[config.mk]
export PLATFORM = sky130hd
export DESIGN_NAME = ysyx_22050243_pipe_ctrl
export DESIGN_NICKNAME = d
export VERILOG_FILES = /design/src/rtl/ysyx_22050243_pipe_ctrl.sv
export SDC_FILE = /design/constraint.sdc
export NUM_CORES = 1
export LEC_CHECK = 0
export CORE_AREA = 2 2 39 41
export DETAILED_ROUTE_END_ITERATION = 8
export DIE_AREA = 0 0 41 43
export PLACE_DENSITY_LB_ADDON = 0.05
export SLEW_MARGIN = 25
export SYNTH_ARGS = -nofsm -noshare
export SYNTH_HDL_FRONTEND = slang
export SYNTH_SLANG_ARGS = --single-unit
[constraint.sdc]
create_clock -name clk -period 0.95 [get_ports clk]
set_input_delay 0.095 -clock clk [delete_from_list [all_inputs] [get_ports clk]]
set_output_delay 0.095 -clock clk [all_outputs]
set_load 0.02 [all_outputs]
[src/rtl/ysyx_22050243_pipe_ctrl.sv]
// ysyx_22050243_pipe_ctrl: pipeline stall/flush sequencer with in-flight fetch drop FSM.
// Optional perf counters enabled by defining YSYX_22050243_PIPE_PERF_CNT_EN.
module ysyx_22050243_pipe_ctrl #(
  parameter int DROP_W     = 1,
  parameter int PERF_CNT_W = 32
) (
  input  logic                  clk,
  input  logic                  rst_n,
  input  logic                  stall_jalr_i,
  input  logic                  stall_ld_use_i,
  input  logic                  redirect_id_i,
  input  logic                  redirect_ex_i,
  input  logic                  if_busy_i,
  input  logic                  if_valid_i,
  input  logic                  mdu_busy_i,
  input  logic                  mem_busy_i,
  output logic                  pc_we_o,
  output logic                  if_id_we_o,
  output logic                  id_ex_we_o,
  output logic                  ex_mem_we_o,
  output logic                  mem_wb_we_o,
  output logic                  if_id_flush_o,
  output logic                  id_ex_flush_o,
  output logic                  ex_mem_flush_o,
`ifdef YSYX_22050243_PIPE_PERF_CNT_EN
  output logic [PERF_CNT_W-1:0] perf_stall_cnt_o,
  output logic [PERF_CNT_W-1:0] perf_flush_cnt_o,
`endif
  output logic                  drop_fetch_o
);
  typedef enum logic [DROP_W-1:0] {RUN = DROP_W'(0), DROP = DROP_W'(1)} state_e;
  state_e state_q, state_d;
  logic redir_apply;
  logic in_drop;
  assign in_drop = (state_q == DROP);
  always_comb begin
    pc_we_o        = 1'b1;
    if_id_we_o     = 1'b1;
    id_ex_we_o     = 1'b1;
    ex_mem_we_o    = 1'b1;
    mem_wb_we_o    = 1'b1;
    if_id_flush_o  = 1'b0;
    id_ex_flush_o  = 1'b0;
    ex_mem_flush_o = 1'b0;
    redir_apply    = 1'b0;
    if (mem_busy_i) begin
      pc_we_o     = 1'b0;
      if_id_we_o  = 1'b0;
      id_ex_we_o  = 1'b0;
      ex_mem_we_o = 1'b0;
      mem_wb_we_o = 1'b0;
    end else if (mdu_busy_i) begin
      pc_we_o        = 1'b0;
      if_id_we_o     = 1'b0;
      id_ex_we_o     = 1'b0;
      ex_mem_flush_o = 1'b1;
    end else if (redirect_ex_i) begin
      if_id_flush_o = 1'b1;
      id_ex_flush_o = 1'b1;
      redir_apply   = 1'b1;
    end else if (stall_jalr_i || stall_ld_use_i) begin
      pc_we_o       = 1'b0;
      if_id_we_o    = 1'b0;
      id_ex_flush_o = 1'b1;
    end else if (redirect_id_i) begin
      if_id_flush_o = 1'b1;
      redir_apply   = 1'b1;
    end else if (if_busy_i || (in_drop && !if_valid_i)) begin
      pc_we_o       = 1'b0;
      if_id_flush_o = 1'b1;
    end else begin
      if_id_flush_o = in_drop;
    end
    drop_fetch_o = in_drop;
    state_d = in_drop ? (if_valid_i ? RUN : DROP) : ((redir_apply && if_busy_i) ? DROP : RUN);
    // Reset forces a full bubble regardless of causes
    if (!rst_n) begin
      pc_we_o        = 1'b0;
      if_id_we_o     = 1'b0;
      id_ex_we_o     = 1'b0;
      ex_mem_we_o    = 1'b0;
      mem_wb_we_o    = 1'b0;
      if_id_flush_o  = 1'b1;
      id_ex_flush_o  = 1'b1;
      ex_mem_flush_o = 1'b1;
      drop_fetch_o   = 1'b0;
    end
  end
  always_ff @(posedge clk or negedge rst_n) begin
    if (!rst_n) state_q <= RUN;
    else state_q <= state_d;
  end
`ifdef YSYX_22050243_PIPE_PERF_CNT_EN
  logic [PERF_CNT_W-1:0] stall_cnt_q, stall_cnt_d, flush_cnt_q, flush_cnt_d;
  always_comb begin
    stall_cnt_d = stall_cnt_q + (pc_we_o ? PERF_CNT_W'(0) : PERF_CNT_W'(1));
    flush_cnt_d = flush_cnt_q + (redir_apply ? PERF_CNT_W'(1) : PERF_CNT_W'(0));
  end
  always_ff @(posedge clk or negedge rst_n) begin
    if (!rst_n) begin
      stall_cnt_q <= '0;
      flush_cnt_q <= '0;
    end else begin
      stall_cnt_q <= stall_cnt_d;
      flush_cnt_q <= flush_cnt_d;
    end
  end
  assign perf_stall_cnt_o = stall_cnt_q;
  assign perf_flush_cnt_o = flush_cnt_q;
`endif
endmodule

# Word level (Yosys, flattened, before mapping)

Index checks and enable logic that the tools add are counted.

Add/subtract/negate cells: 0
Multipliers: 0
Div/mod/pow operators: 0
Magnitude comparators: 0
Equality and inequality tests: 0
Shift-type cells: 0
Muxes and demuxes: 41
Bitwise operators: 0
Reduce and logical (&&, ||, !) cells: 5

Operators with widths:

| operator            | count |
|---|---|
| $mux W1             | 41 |
| $logic_and A1 B1 Y1 | 2 |
| $logic_or A1 B1 Y1  | 2 |
| $logic_not A1 Y1    | 1 |

Register bits after elaboration: 1
Latch bits: 0
Memory bits (writable): 0
Bits in read-only memories: 0
Bits of input ports: 10
Output and inout bits: 9
Logic and storage cells: 47
Memories: 0

# Depth between registers and ports, before layout

Gate-level depths: netlist of run 1.

Depth in word-level cells: 10
Gate-level depth with buffers: 3
Mapped depth without buffers: 3

# Worst setup path after synthesis of run 1

OpenSTA, ideal clock, no wires.

Path kind: register to output
From: register state_q, in the netlist in_drop
To: output pc_we_o
Arrival: 1.120 ns
Data required time: 0.855 ns
Slack: -0.265 ns
Stages on the path, launching flop included: 4
Path buffers: 0
Path through: dfrtp_1 -> nand2b_1 -> nand2_1 -> a211oi_1

Longest elaborated chain between the ends: 9

RTL lines:

| what                   | line | source |
|---|---|---|
| start, declared        | 32   | `state_e state_q, state_d;` |
| start signal, assigned | 91   | `else state_q <= state_d;` |
| $logic_and A1 B1 Y1    | 68   | `end else if (if_busy_i \|\| (in_drop && !if_valid_i)) begin` |
| $logic_or A1 B1 Y1     | 68   |  |
| $mux W1                | 68   |  |
| $mux W1                | 65   | `end else if (redirect_id_i) begin` |
| $mux W1                | 61   | `end else if (stall_jalr_i \|\| stall_ld_use_i) begin` |
| $mux W1                | 57   | `end else if (redirect_ex_i) begin` |
| $mux W1                | 52   | `end else if (mdu_busy_i) begin` |
| $mux W1                | 46   | `if (mem_busy_i) begin` |
| $mux W1                | 77   | `if (!rst_n) begin` |
| end, declared          | 17   | `output logic pc_we_o,` |

Every way passes these cells.

# Worst setup path in the final report of run 1

From: register state_q, in the netlist in_drop
To: output if_id_flush_o

Longest elaborated chain between the ends: 9

RTL lines:

| what                | line | source |
|---|---|---|
| $logic_and A1 B1 Y1 | 68   |  |
| $logic_or A1 B1 Y1  | 68   |  |
| $mux W1 *           | 68   |  |
| $mux W1 *           | 65   |  |
| $mux W1 *           | 61   |  |
| $mux W1 *           | 57   |  |
| $mux W1 *           | 52   |  |
| $mux W1 *           | 46   |  |
| $mux W1 *           | 77   |  |
| end, declared       | 22   | `output logic if_id_flush_o,` |

Mark *: on every way between the ends. The rest lies on a longest branch, timed or not.

==> flow_summary.yaml, run 1 <==
worst_setup_path:
  start_kind: "flip-flop"
  crit_arrival_ns: 0.91
  path_class: "reg2out"
  endpoint_kind: "output port"
  required_ns: 0.85
  crit_fanout: 3
global_routing:
  antenna_found_initial: 0
  grt-ovfl-total: 0
  grtUsageTotal: 0.0822
  grt_pass1_vias: 228
  grt_max_degree: 6
  grt_pass1_wl_microns: 1050
timing:
  fin_crit_sh: 1.06
  min_period_ns: 1.00
  max_freq_ghz: 0.997
  rsz0062_at_grt: "true"
  skew_ns: 0
  worstMarginPinSlew_ns: 0.231
  setup_viol: 2
  slew_headroom: 0.845
  slew_violations: 0
  setup_slack_ns: -0.0534
  hold_viol_final: 0
route:
  avgRoutedWirePerCell_microns: 10.4
  routed_wl_microns: 668
  vias: 248
  antenna_left: 0
  dr.pass1.iters: 3
  routed_via_density: 3.88
  drc: 0
  drt-initial-drc-count: 4
synthesis:
  synth_flop_cell: "dfrtp_1"
  synth_fa_ha_area_frac: 0
  synth_compound_area_frac: 0.331
  synthMuxAreaShare: 0
  synth_top_family_by_area: "simple AND/OR/NAND/NOR gates"
  synth_area_per_cell_sq_um: 6.88
  yosys-top-cells-area: "dfrtp_1 17%, o41ai_2 11%, nor2_1 9.9%"
  synth_edf_count: 0
  ys_ff_latch: 1
  syn_area_sq_um: 151
  ys_seq_area_frac: 0.165
  yosys.area.top_type_share: 0.165
  synth-async-reset-ratio: 1.00
  synth-xor-area-share: 0
  yosys_warnings: 0
  synthSimpleGateAreaFrac: 0.380
  syn-num-nets: 32
  ys_types: 15
  synth_largest_area_cell: "dfrtp_1"
  synth_commonest_cells: "4 x nor2_1, 3 x inv_1, 2 x nand2_1, 2 x o21ai_0"
  syn_inst: 22
  yosysMostFrequentCell: "nor2_1"
power_and_ir_drop:
  switching_share: 0.428
  ir_drop_v: 0.000266
  pwr-share-seq: 0.219
  switching_power_mw: 0.0957
  p_clk_frac: 0
  p_leak_nw: 0.205
  powerDensity_nw_per_um2: 538
  p_int_mw: 0.128
  combPwrFrac: 0.781
layout:
  register_area_sq_um: 25.0
  nets: 60
  fill_cells: 154
  multi_input_area_sq_um: 168
  antenna_cells: 0
  drive_gt1_frac: 0.729
  final_area_sq_um: 415
  area_growth_pct: 174
  largest_reg_flops: 1
cts:
  clk_transition_reported_paths_ns: 0
  worstSkewPairLatency_ns: 0
  cts_hold_repair.buffers: 0
min_path:
  hp-class: "in2async"
placement:
  post-place-ws_ns: -0.754
  finalWeightedCongestion: 0.691
  place_hpwl_microns: 527
  dpl-instance-area_sq_um: 417
  portBuffers: 18
floorplan:
  io-pin-count: 19
  die-area_sq_um: 1760
  start_util: 0.109
  die_h_microns: 43
  core_sq_um: 1380
  chipWidth_microns: 41
  rows: 14
outcome:
  violations: "negative setup slack"
  status: "complete, but fails checks"
run:
  maxCapViolCount: 0
## worst paths after layout
| path | from | endpoint | slack (ns) | depth (start not counted) |
|---|---|---|---|---|
| min | rst_n | in_drop | 0.16 | 2 |
| max reg2reg | in_drop | in_drop | 0.01 | 2 |
| min reg2reg | in_drop | in_drop | 0.63 | 2 |
| max | in_drop | if_id_flush_o | -0.05 | 4 |
| max in group asynchronous | rst_n | in_drop | 0.69 | 2 |
| min in group clk | mdu_busy_i | in_drop | 0.54 | 5 |
## through the flow
| stage | setup TNS (ns) | hold slack, ns | utilization | instances | power (mW) |
|---|---|---|---|---|---|
| finish | -0.0735 | 0.164 | 0.300 | 64 | 0.224 |
| global route | -0.245 | 0.188 | 0.300 | 64 | 0.239 |
| CTS | -0.109 | 0.164 | 0.297 | 64 | 0.221 |
| detailed placement | -6.44 | 0.403 | 0.301 | 63 | 0.226 |
| global placement | -6.28 | 0.405 | 0.301 | 63 | 0.224 |
| floorplan | -0.0296 | -0.201 | - | 22 | 0.113 |
## final cells by class
cell class | count | area share
repair buffers | 27 | 0.461
well taps | 16 | 0.0482
inverters | 3 | 0.0271
flip-flops and latches | 1 | 0.0602
multi-input cells | 17 | 0.404
## power groups by stage
stage                     Sequential (mW)  Combinational, mW  Clock [mW]
final                              0.0490              0.175           0
after global placement             0.0472              0.177           0
after CTS                          0.0490              0.172           0
after detailed placement           0.0473              0.178           0
after floorplan                    0.0482             0.0650           0
after global routing               0.0497              0.189           0
## timing repair
| item | 4_1_cts | 5_1_grt |
|---|---|---|
| gates resized for setup | 76 | 3 |
| setup endpoints to repair | 10 | 3 |
| buffers inserted | 1 | 0 |
| pin swaps | 8 | 2 |
## per-layer routing
metal | vias to the layer above | routed length, microns | share of wire | GRT usage
met1 | 114 | 211 | 0.32 | 0.0927
li1 | 126 | - | - | -
met2 | 8 | 404 | 0.60 | 0.166
met5 | - | 0 | 0 | 0
met3 | 0 | 51 | 0.076 | 0
met4 | 0 | 0 | 0 | 0
## worst max-delay path: stages (launching register included)
cell     delay [ns]
dfrtp_1        0.39
buf_6          0.14
nor4_4         0.12
o21ai_1        0.09
buf_4          0.16
## cells by family after synthesis
group / after synthesis
AOI/OAI and AO/OA: 6
and+or+nand+nor: 11
buffers and inverters: 4
DFF: 1
## layout by cell type (no fill, tap or decap), drive strengths merged
cell type	count
buf	22
nor2	5
dlygate4sd2	3
inv	3
o21ai	3
nand2	2
nand2b	1
o41ai	1
and2	1
o31ai	1
nor4	1
nor3	1
a211oi	1
dfrtp	1
clkbuf	1
clkdlybuf4s15	1
No activity file was read; power rests on OpenSTA's default activity.
==> run 2, diff against run 1 <==
--- a/config.mk
+++ b/config.mk
@@ -13,3 +13,4 @@
 export SYNTH_ARGS = -nofsm -noshare
 export SYNTH_HDL_FRONTEND = slang
 export SYNTH_SLANG_ARGS = --single-unit
+export TNS_END_PERCENT = 30
==> run 2 against run 1 <==
Net effect:
- the flow still finishes with violations (negative setup slack)
- die area is the same
- highest routed layer unchanged
- sequential share of layout area shrank 0.054 points
- critical endpoint unchanged
- register-to-register slack is essentially flat
==> flow_summary.yaml, run 2 (same netlist as run 1, synthesis figures left out) <==
outcome:
  status: "complete, but fails checks"
  violations: "negative setup slack"
worst_setup_path:
  required_ns: 0.85
  path_class: "reg2out"
  crit_fanout: 3
  start_kind: "flip-flop"
  endpoint_kind: "output port"
  crit_arrival_ns: 0.91
global_routing:
  grt-ovfl-total: 0
  grtUsageTotal: 0.0822
  antenna_found_initial: 0
  grt_pass1_wl_microns: 1050
  grt_pass1_vias: 228
  grt_max_degree: 6
route:
  routed_wl_microns: 671
  routed_via_density: 3.88
  drt-initial-drc-count: 4
  dr.pass1.iters: 3
  antenna_left: 0
  avgRoutedWirePerCell_microns: 10.5
  drc: 0
  vias: 248
timing:
  slew_violations: 0
  whs_ns: 0.164
  setup_slack_ns: -0.0535
  slew_headroom: 0.845
  rsz0062_at_grt: "true"
  max_freq_ghz: 0.997
  hold_viol_final: 0
  min_period_ns: 1.00
  tns_ns: -0.0977
  fin_crit_sh: 1.06
  worstMarginPinSlew_ns: 0.231
  skew_ns: 0
  setup_viol: 3
placement:
  place_hpwl_microns: 527
  dpl-instance-area_sq_um: 417
  dp_cells: 63
  finalWeightedCongestion: 0.691
  post-place-ws_ns: -0.754
  portBuffers: 18
cts:
  worstSkewPairLatency_ns: 0
  clk_transition_reported_paths_ns: 0
power_and_ir_drop:
  powerDensity_nw_per_um2: 535
  ir_drop_v: 0.000266
  pwr-share-seq: 0.218
  p_clk_frac: 0
  switching_share: 0.427
  power.total_mw: 0.224
  p_leak_nw: 0.206
  combPwrFrac: 0.782
  switching_power_mw: 0.0957
  p_int_mw: 0.128
layout:
  final_util: 0.303
  drive_gt1_frac: 0.708
  mostFrequentLayoutCells: "11 x buf_2, 8 x buf_4, 4 x dlygate4sd2_1"
  area_growth_pct: 177
  largest_reg_flops: 1
  layout_commonest_cell: "buf_2"
  nets: 60
  antenna_cells: 0
  final-instance-count-excl-fill: 64
  final_area_sq_um: 419
floorplan:
  start_util: 0.109
  io-pin-count: 19
  rows: 14
  die-area_sq_um: 1760
  core_sq_um: 1380
  chipWidth_microns: 41
  die_h_microns: 43
run:
  maxCapViolCount: 0
min_path:
  hp-class: "in2async"
==> run 2: layer usage <==
layer,wire (microns),global-route usage,up-vias,share of wire
met2,405,0.166,8,0.60
li1,-,-,126,-
met1,214,0.0927,114,0.32
met3,51,0,0,0.076
met5,0,0,-,0
met4,0,0,0,0
==> run 2: cell type report <==
type                    count  area (sq um)
fillers                   152           965
inverters                   3          11.3
multi-input cells          17           168
flip-flops and latches      1          25.0
well taps                  16          20.0
repair buffers             27           195
==> run 2: worst paths after layout <==
kind	startpoint	end	slack, ns	cells past startpoint
max	in_drop	if_id_flush_o	-0.05	4
min	rst_n	in_drop	0.16	2
max reg2reg	in_drop	in_drop	0.01	2
min reg2reg	in_drop	in_drop	0.63	2
max in group asynchronous	rst_n	in_drop	0.69	2
min in group clk	mdu_busy_i	in_drop	0.54	5
==> run 2: timing repair <==
item | CTS | global route
hold buffers | 0 | 0
setup buffers | 1 | 0
setup endpoints to repair | 10 | 3
gates resized for setup | 76 | 1
pin swaps | 8 | 2
==> run 2: worst max-delay path, cell delays in order (launching register included) <==
cell,delay [ns]
dfrtp_1,0.39
buf_6,0.14
nor4_4,0.12
o21ai_1,0.09
buf_4,0.16
==> run 2: power groups by stage <==
stage	Clock [mW]	Combinational, mW	Sequential, mW
floorplan	0	0.0650	0.0482
global placement	0	0.177	0.0472
detailed placement	0	0.178	0.0473
CTS	0	0.172	0.0490
global route	0	0.190	0.0497
finish	0	0.175	0.0490
